[src/rtl/obj_bbox_centroid.sv]
// rtl/obj_bbox_centroid.sv - per-frame bounding box, pixel count and centroid of a binary object mask
//
// Purpose:
//   Accumulates bounding box, set-pixel count and coordinate sums of the
//   1-bit object mask over each frame. At frame end (first blanking line)
//   it divides the sums by the count with a shared restoring divider, one
//   quotient bit per cycle, and publishes one result set per frame.
//
// Ports:
//   PCLK       in   pixel clock, rising edge
//   RST        in   synchronous active-high reset
//   VtcHCnt    in   horizontal counter, aligned with pix_i
//   VtcVCnt    in   vertical counter, aligned with pix_i
//   pix_i      in   mask pixel, 1 = object
//   x_min/x_max/y_min/y_max  out  bounding box of set pixels
//   cx/cy      out  floor(sum/count) centroid
//   pix_count  out  set-pixel count of the last frame
//   obj_found  out  last published count >= MIN_PIXELS
//   valid      out  one-cycle pulse when outputs update
module obj_bbox_centroid #(
  parameter int H_ACTIVE   = 640,
  parameter int V_ACTIVE   = 480,
  parameter int MIN_PIXELS = 16
) (
  input  logic        PCLK,
  input  logic        RST,
  input  logic [11:0] VtcHCnt,
  input  logic [11:0] VtcVCnt,
  input  logic        pix_i,
  output logic [11:0] x_min,
  output logic [11:0] x_max,
  output logic [11:0] y_min,
  output logic [11:0] y_max,
  output logic [11:0] cx,
  output logic [11:0] cy,
  output logic [18:0] pix_count,
  output logic        obj_found,
  output logic        valid
);

  localparam logic [11:0] H_LIM = 12'(H_ACTIVE);
  localparam logic [11:0] V_LIM = 12'(V_ACTIVE);
  localparam logic [18:0] MIN_P = 19'(MIN_PIXELS);

  typedef enum logic [1:0] {IDLE, DIV_X, DIV_Y, PUBLISH} state_t;

  state_t      state;
  logic        armed;
  logic [4:0]  step;

  // running accumulators
  logic [11:0] xmin_r, xmax_r, ymin_r, ymax_r;
  logic [18:0] cnt_r;
  logic [27:0] sx_r, sy_r;

  // frame snapshot taken at frame end
  logic [11:0] snap_xmin, snap_xmax, snap_ymin, snap_ymax;
  logic [18:0] snap_cnt;
  logic [27:0] snap_sy;

  // divider datapath
  logic [27:0] num;
  logic [18:0] rem;
  logic [11:0] quo;
  logic [11:0] qx;

  logic        active, fs, fe, fe_go, hit;
  logic [11:0] b_xmin, b_xmax, b_ymin, b_ymax;
  logic [18:0] b_cnt;
  logic [27:0] b_sx, b_sy;
  logic [11:0] n_xmin, n_xmax, n_ymin, n_ymax;
  logic [18:0] n_cnt;
  logic [27:0] n_sx, n_sy;
  logic [19:0] sh;
  logic        ge;
  logic [11:0] q_next;

  always_comb begin
    active = (VtcHCnt < H_LIM) && (VtcVCnt < V_LIM);
    fs     = (VtcHCnt == 12'd0) && (VtcVCnt == 12'd0);
    fe     = (VtcHCnt == 12'd0) && (VtcVCnt == V_LIM);
    fe_go  = fe && armed && (state == IDLE);
    // the FS pixel counts against the freshly cleared accumulators
    hit    = (armed || fs) && active && pix_i;

    b_xmin = fs ? 12'hFFF : xmin_r;
    b_ymin = fs ? 12'hFFF : ymin_r;
    b_xmax = fs ? 12'd0   : xmax_r;
    b_ymax = fs ? 12'd0   : ymax_r;
    b_cnt  = fs ? 19'd0   : cnt_r;
    b_sx   = fs ? 28'd0   : sx_r;
    b_sy   = fs ? 28'd0   : sy_r;

    n_xmin = (hit && (VtcHCnt < b_xmin)) ? VtcHCnt : b_xmin;
    n_xmax = (hit && (VtcHCnt > b_xmax)) ? VtcHCnt : b_xmax;
    n_ymin = (hit && (VtcVCnt < b_ymin)) ? VtcVCnt : b_ymin;
    n_ymax = (hit && (VtcVCnt > b_ymax)) ? VtcVCnt : b_ymax;
    n_cnt  = hit ? b_cnt + 19'd1 : b_cnt;
    n_sx   = hit ? b_sx + {16'd0, VtcHCnt} : b_sx;
    n_sy   = hit ? b_sy + {16'd0, VtcVCnt} : b_sy;

    // restoring step: remainder stays below the divisor, so 19 bits hold it
    // and the 19-bit subtraction below is exact whenever ge is set
    sh     = {rem, num[27]};
    ge     = (sh >= {1'b0, snap_cnt});
    q_next = {quo[10:0], ge};
  end

  always_ff @(posedge PCLK) begin
    if (RST) begin
      armed  <= 1'b0;
      xmin_r <= 12'd0;
      xmax_r <= 12'd0;
      ymin_r <= 12'd0;
      ymax_r <= 12'd0;
      cnt_r  <= 19'd0;
      sx_r   <= 28'd0;
      sy_r   <= 28'd0;
    end else begin
      xmin_r <= n_xmin;
      xmax_r <= n_xmax;
      ymin_r <= n_ymin;
      ymax_r <= n_ymax;
      cnt_r  <= n_cnt;
      sx_r   <= n_sx;
      sy_r   <= n_sy;
      if (fs)
        armed <= 1'b1;
      else if (fe_go)
        armed <= 1'b0;
    end
  end

  always_ff @(posedge PCLK) begin
    if (RST) begin
      state     <= IDLE;
      step      <= 5'd0;
      num       <= 28'd0;
      rem       <= 19'd0;
      quo       <= 12'd0;
      qx        <= 12'd0;
      snap_xmin <= 12'd0;
      snap_xmax <= 12'd0;
      snap_ymin <= 12'd0;
      snap_ymax <= 12'd0;
      snap_cnt  <= 19'd0;
      snap_sy   <= 28'd0;
      x_min     <= 12'd0;
      x_max     <= 12'd0;
      y_min     <= 12'd0;
      y_max     <= 12'd0;
      cx        <= 12'd0;
      cy        <= 12'd0;
      pix_count <= 19'd0;
      obj_found <= 1'b0;
      valid     <= 1'b0;
    end else begin
      valid <= 1'b0;
      if (fs && (state != IDLE)) begin
        // frame start arrived before the divide finished: drop this result
        state <= IDLE;
        step  <= 5'd0;
      end else begin
        case (state)
          IDLE: begin
            if (fe_go) begin
              snap_xmin <= xmin_r;
              snap_xmax <= xmax_r;
              snap_ymin <= ymin_r;
              snap_ymax <= ymax_r;
              snap_cnt  <= cnt_r;
              snap_sy   <= sy_r;
              num       <= sx_r;
              rem       <= 19'd0;
              step      <= 5'd0;
              state     <= DIV_X;
            end
          end
          DIV_X, DIV_Y: begin
            num <= num << 1;
            rem <= ge ? (sh[18:0] - snap_cnt) : sh[18:0];
            quo <= q_next;
            if (step == 5'd27) begin
              step <= 5'd0;
              if (state == DIV_X) begin
                qx    <= q_next;
                num   <= snap_sy;
                rem   <= 19'd0;
                state <= DIV_Y;
              end else begin
                state <= PUBLISH;
              end
            end else begin
              step <= step + 5'd1;
            end
          end
          PUBLISH: begin
            pix_count <= snap_cnt;
            valid     <= 1'b1;
            if (snap_cnt >= MIN_P) begin
              obj_found <= 1'b1;
              x_min     <= snap_xmin;
              x_max     <= snap_xmax;
              y_min     <= snap_ymin;
              y_max     <= snap_ymax;
              cx        <= qx;
              cy        <= quo;
            end else begin
              // too few pixels: divider result (possibly divide-by-zero) is discarded
              obj_found <= 1'b0;
              x_min     <= 12'd0;
              x_max     <= 12'd0;
              y_min     <= 12'd0;
              y_max     <= 12'd0;
              cx        <= 12'd0;
              cy        <= 12'd0;
            end
            state <= IDLE;
          end
          default: state <= IDLE;
        endcase
      end
    end
  end

endmodule

[config.mk]
export PLATFORM = sky130hd
export DESIGN_NAME = obj_bbox_centroid
export DESIGN_NICKNAME = d
export VERILOG_FILES = /design/src/rtl/obj_bbox_centroid.sv
export SDC_FILE = /design/constraint.sdc
export NUM_CORES = 1
export LEC_CHECK = 0
export CAP_MARGIN = 20
export CORE_MARGIN = 10
export CORE_UTILIZATION = 35
export DETAILED_ROUTE_END_ITERATION = 16
export GPL_ROUTABILITY_DRIVEN = 1
export PLACE_DENSITY = 0.49
export SYNTH_ARGS = -nofsm -noshare
export SYNTH_HDL_FRONTEND = slang
export SYNTH_SLANG_ARGS = --single-unit
[constraint.sdc]
create_clock -name PCLK -period 6.2 [get_ports PCLK]
set_input_delay 1.24 -clock PCLK [delete_from_list [all_inputs] [get_ports PCLK]]
set_output_delay 1.24 -clock PCLK [all_outputs]
set_load 0.02 [all_outputs]
==> results of run 1 <==
==> kinds of logic (layout without fill, tap and decap cells) <==
group	count (synthesis)	in the layout	synth area share (%)
and+or+nand+nor	862	862	21.1
AOI/OAI and AO/OA	517	517	17.8
DFF	390	390	43.4
buffers and inverters	193	306	4.11
adders and majority gates	98	98	6.94
muxes	65	65	3.71
xor gates and xnor gates	61	61	2.97
==> how the worst min path moves through the flow <==
stage,startpoint,to,slack [ns],depth (start not counted)
final,pix_count[9],pix_count[9],0.45,2
after global routing,snap_ymin[6],snap_ymin[6],0.46,2
after CTS,snap_ymin[0],snap_ymin[0],0.45,2
after detailed placement,snap_ymin[0],snap_ymin[0],0.44,2
after global placement,snap_xmin[0],snap_xmin[0],0.44,2
after floorplan,snap_sy[2],snap_sy[2],0.43,2
==> worst max-delay path, delay by kind of cell <==
kind,cells,cell delay [ns]
AO/OA/AOI/OAI,5,1.05
multiplexers,1,0.22
buffers and inverters,2,0.81
adder cells (fa/ha/maj),1,0.30
AND/OR/NAND/NOR,6,2.09
==> layout make-up <==
type	count	area share (%)
Multi-Input combinational cell	1603	44.4
Timing Repair Buffer	162	7.32
Clock buffer	70	6.39
Tap cell	680	3.95
Clock inverter	15	0.622
Sequential cell	390	36.3
Inverter	59	1.03
==> cells in the mapped netlist, drive strengths merged, types with 3 or more instances <==
master and instances:
a211o 4, a211oi 54, a21boi 4, a21o 21, a21oi 229, a22oi 81
a31oi 7, and2 37, and3 13, and4 9, buf 15, clkbuf 119
dfxtp 390, fa 3, ha 95, inv 58, mux2 14, mux2i 51
nand2 358, nand2b 7, nand3 23, nand4 36, nor2 278, nor2b 11
nor3 48, nor3b 3, nor4 12, o211ai 12, o21a 8, o21ai 61
o221ai 3, o311ai 3, o31ai 6, o41ai 3, or2 4, or3 7
or4 9, xnor2 24, xor2 37
==> metrics by stage <==
step | power, W | std cells | instance area, sq um | util, %
floorplan | 0.00268 | 2186 | 18000 | -
global placement | 0.00277 | 2893 | 20000 | 39.1
detailed placement | 0.00277 | 2893 | 20000 | 39.1
CTS | 0.00550 | 2978 | 21500 | 42.1
global route | 0.00562 | 2979 | 21500 | 42.1
finish | 0.00542 | 2979 | 21500 | 42.1
==> report_power, final <==
group | total (W) | leakage, nW | internal (W) | switching, W
clock | 0.00271 | 0.742 | 0.00161 | 0.00109
sequential | 0.00251 | 3.14 | 0.00251 | 0.00000187
combinational | 0.000205 | 3.86 | 0.0000642 | 0.000141
==> state kept, by name (all words and copies together), names as in the netlist, 19 cells and up <==
signal,count
sx_r,28
pix_count,19
rem,19
snap_cnt,19
snap_sy,28
cnt_r,19
sy_r,28
num,28
==> routing by layer <==
metal,vias up,global-route usage [%],wire (microns)
li1,7776,-,-
met2,284,26.3,23100
met4,0,4.98,1130
met1,7382,23.7,25800
met3,68,2.50,2150
met5,-,0,0
==> results.yml, run 1 <==
clock_tree:
  cts-hold-fix-buffers: 0
  cts_tree: "built"
  cts_buffers: 46
  cts.sinks: 390
  post_cts.repair.setup_buffers: 0
  ctsResizeCount: 0
  clock_latency_ns: 0.58
  clock_path_buffers: 3
  htreeDepth: 2
  path_clk_slew_ns: 0.06
  root_buffer: "clkbuf_16"
route:
  viasPerCell: 5.21
  drt_pass1_iterations: 5
  vias: 15500
  wl_microns: 52200
  drc: 0
  wl_per_cell_microns: 17.5
  ant_nets: 0
  drt_iter0_drc: 943
power:
  cellLeakagePower_nw: 7.74
  power_density_nw_per_um2: 252
  vdd_drop_max_mv: 0.182
grt:
  gr-total-overflow: 0
  grt_max_degree: 205
  grt_usage_pct: 16.9
  antenna_found_initial: 0
  grt_pass1_wl_microns: 83900
  grt_pass1_vias: 14900
setup_path:
  critPathKind: "input port to register"
  cp_cell_sequence: "clkdlybuf4s50_1 -> or4_4 -> nor3_2 -> nand2_2 -> and2_1 -> ha_1 -> nor2b_1 -> o21ai_0 -> a21boi_0 -> o41ai_1 -> o221ai_1 -> a41oi_1 -> buf_4 -> nor4bb_1 -> mux2i_1"
  crit_path_start_kind: "input port"
  timing.rr.end: "rem[13]"
  critical_path.max_stage_delay_ns: 0.63
  cp_max_fo: 20
  r2r_start: "snap_cnt[0]"
  crit_required_ns: 6.69
  crit_path_end: "sy_r[24]"
  reg2reg_depth: 12
  r2r_slack_ns: 2.85
  slowest_stage: "or4_4"
  worst_setup_path_end_kind: "register"
  crit_arrival_ns: 5.75
  cp-startpoint: "VtcHCnt[11]"
cells_and_area:
  num_antenna_cells: 0
  register_area_sq_um: 7810
  layout-drive-gt1-share_pct: 6.52
  final_cell_mix: "390 x dfxtp_1, 357 x nand2_1, 278 x nor2_1"
  nFillCells: 5195
  syn2layout_area_growth_pct: 19.6
  nets: 2387
  multiInputGateArea_sq_um: 9560
  final_common_cell: "dfxtp_1"
logic_synthesis:
  syn_inst: 2186
  ys_warn_count: 0
  synth_area_per_cell_sq_um: 8.24
  netlist.area_leader.share_pct: 43.4
  ys_seq_area_share_pct: 43.4
  syn-num-nets: 2311
  yosysUniqueCellTypes: 71
  async_flop_share_pct: 0
  ys.flop_type: "dfxtp_1"
  synth_area_sq_um: 18000
  ys_ff_latch: 390
  synth_top_area_cell: "dfxtp_1"
  yosys-top-cells-area: "dfxtp_1 43%, nand2_1 7.5%, ha_1 6.6%"
  synth_edf_count: 0
sta:
  drv_slew: 0
  final_hold_viol_count: 0
  hold_slack_ns: 0.450
  timing.fmax_ghz: 0.190
  setup_viol: 0
  finalCritPeriodShare_pct: 84.8
  rsz0062_at_grt: "no"
  fin_tns_setup_ns: 0
  postLayoutSetupSlackWorst_ns: 0.941
  worst_slew_pin_slew_ns: 1.21
  period_needed_ns: 5.26
  skew_ns: 0.0190
  slew_headroom_pct: 19.6
placement:
  place_congestion: 0.842
  numPortBuffers: 119
  dp_slack_ns: 0.377
  dpl.hpwl_microns: 35900
die:
  rows: 83
  die_x_microns: 247
  fp.dieH_microns: 247
  die_area_sq_um: 60900
  core_sq_um: 51100
  io_pins: 120
  start_util_pct: 35.2
job:
  drv_cap: 0
min_path:
  hp-class: "register to register"
run_status:
  status: "finished, final reports clean"
Note: power is estimated with default switching activity, not from simulation.
==> run 2, diff against run 1 <==
Settings changed: PLACE_DENSITY 0.49 to 0.51.
Clock period 6.2 ns to 4.5 ns, I/O delays scaled along.
==> run 2 against run 1 <==
Net effect:
- design area increased by 4.5%
- highest routed layer unchanged
- critical path depth stayed put
- worst setup slack got worse by 0.74 ns
- clock skew grew 0.0043 ns
- global-route usage down 0.13 points
- register-to-register slack lost 1.7 ns
==> results.yml, run 2 (synthesized netlist as in run 1, its figures left out) <==
run_status:
  status: "finished, final reports clean"
setup_path:
  cp_max_fo: 16
  crit_path_start_kind: "input port"
  cp_num_cells: 15
  crit_family: "simple AND/OR/NAND/NOR gates"
  slowest_stage: "or4_4"
  cp_cell_sequence: "clkdlybuf4s50_1 -> or4_4 -> nor3_4 -> buf_4 -> and2_2 -> buf_4 -> buf_4 -> nor2_1 -> ha_1 -> nand4_1 -> or4_1 -> a21oi_1 -> nor4_4 -> buf_6 -> o311a_1"
  crit_required_ns: 4.95
  critical_path.max_stage_delay_ns: 0.56
  reg2reg_depth: 12
  r2r_start: "snap_cnt[0]"
  crit_arrival_ns: 4.75
  worst_setup_path_end_kind: "register"
  critPathKind: "input port to register"
  critPathBufInv: 5
  cp-startpoint: "VtcHCnt[11]"
  worst_path_most_repeated_cell: "buf_4"
die:
  io_pins: 120
  core_sq_um: 51100
  die_area_sq_um: 60900
  fp.dieH_microns: 247
  rows: 83
  start_util_pct: 35.2
  die_x_microns: 247
cells_and_area:
  nFillCells: 5121
  num_antenna_cells: 0
  fin_area_sq_um: 22500
  layout-drive-gt1-share_pct: 10.7
  syn2layout_area_growth_pct: 24.9
  nets: 2486
  final_cell_mix: "390 x dfxtp_1, 357 x nand2_1, 277 x nor2_1"
  final_common_cell: "dfxtp_1"
route:
  drt_iter0_drc: 964
  ant_nets: 0
  viasPerCell: 5.14
  wl_per_cell_microns: 16.9
  vias: 15800
  wl_microns: 51800
  drc: 0
  drt_pass1_iterations: 5
sta:
  final_hold_viol_count: 0
  skew_ns: 0.0233
  slew_headroom_pct: 28.6
  finalCritPeriodShare_pct: 95.6
  worst_slew_pin_slew_ns: 1.07
  hold_slack_ns: 0.438
  period_needed_ns: 4.30
  setup_viol: 0
  drv_slew: 0
  timing.fmax_ghz: 0.232
clock_tree:
  root_buffer: "clkbuf_16"
  clock_path_buffers: 3
  cts.sinks: 390
  clock_latency_ns: 0.58
  path_clk_slew_ns: 0.06
  cts_tree: "built"
  htreeDepth: 2
  cts_buffers: 46
grt:
  grt_pass1_wl_microns: 83800
  antenna_found_initial: 0
  grt_max_degree: 205
  grt_usage_pct: 16.8
  grt_pass1_vias: 15400
  gr-total-overflow: 0
placement:
  numPortBuffers: 119
  placed_area_sq_um: 20800
  dpl.hpwl_microns: 36400
  place_congestion: 0.861
power:
  vdd_drop_max_mv: 0.240
  power_density_nw_per_um2: 340
  cellLeakagePower_nw: 8.34
job:
  drv_cap: 0
min_path:
  hp-class: "register to register"
  whs_path_depth: 2
  hold_path_startpoint: "sy_r[9]"
[run 2: what timing repair did]
action / 4_1_cts / 5_1_grt
gates resized for setup: 0 / 13
hold buffers: 0 / 0
setup endpoints to repair: 0 / 25
setup buffers: 0 / 0
[run 2: final timing paths]
path                 to  slack, ns
max reg2reg     rem[13]       1.16
max           xmin_r[0]       0.20
min          snap_sy[9]       0.44
min reg2reg  snap_sy[9]       0.44
[run 2: per-stage QoR]
stage          std cells  worst slack [ns]  setup TNS [ns]  power (W)  util (%)
2_1_floorplan       2186            0.0111               0    0.00370         -
4_1_cts             3069            0.0269               0    0.00776      43.8
3_3_place_gp        2990            -0.527          -19.15    0.00385      40.8
6_report            3072             0.197               0    0.00765      44.0
5_1_grt             3072         -0.000962       -0.000962    0.00793      44.0
3_5_place_dp        2990            -0.567          -23.98    0.00385      40.8
[run 2: final cells by class]
type / count / area (sq um) / share of cell area [%]
multi-input cells: 1603 / 9610 / 42.8
flip-flops and latches: 390 / 7810 / 34.7
repair buffers: 261 / 2420 / 10.8
clock buffers: 62 / 1310 / 5.84
well taps: 680 / 851 / 3.78
clock inverters: 17 / 253 / 1.12
inverters: 59 / 221 / 0.985
[run 2: tightest hold or removal path: cells and delay by family, from the launching register on]
family           cells  cell delay, ns
flip-flops           1            0.30
AO/OA/AOI/OAI        1            0.06
AND/OR/NAND/NOR      1            0.05
[run 2: where the power goes]
group	internal, W	leakage, nW	switching, W	total (W)
clock	0.00238	0.771	0.00149	0.00387
sequential	0.00346	3.14	0.00000251	0.00346
combinational	0.000115	4.43	0.000202	0.000316
[run 2: layer usage]
layer  vias to the layer above  GRT usage, %  routed length (microns)
met1                      7537          23.1                    25600
met5                         -             0                        0
met3                        66          2.31                     1960
li1                       7976             -                        -
met2                       221          26.7                    23000
met4                         0          5.14                     1180
==> run 3, diff against run 2 <==
Settings changed: HOLD_SLACK_MARGIN set to 0.06.
==> results of run 3 <==
Same layout as run 2: the final DEF is identical, and so are final timing and power.
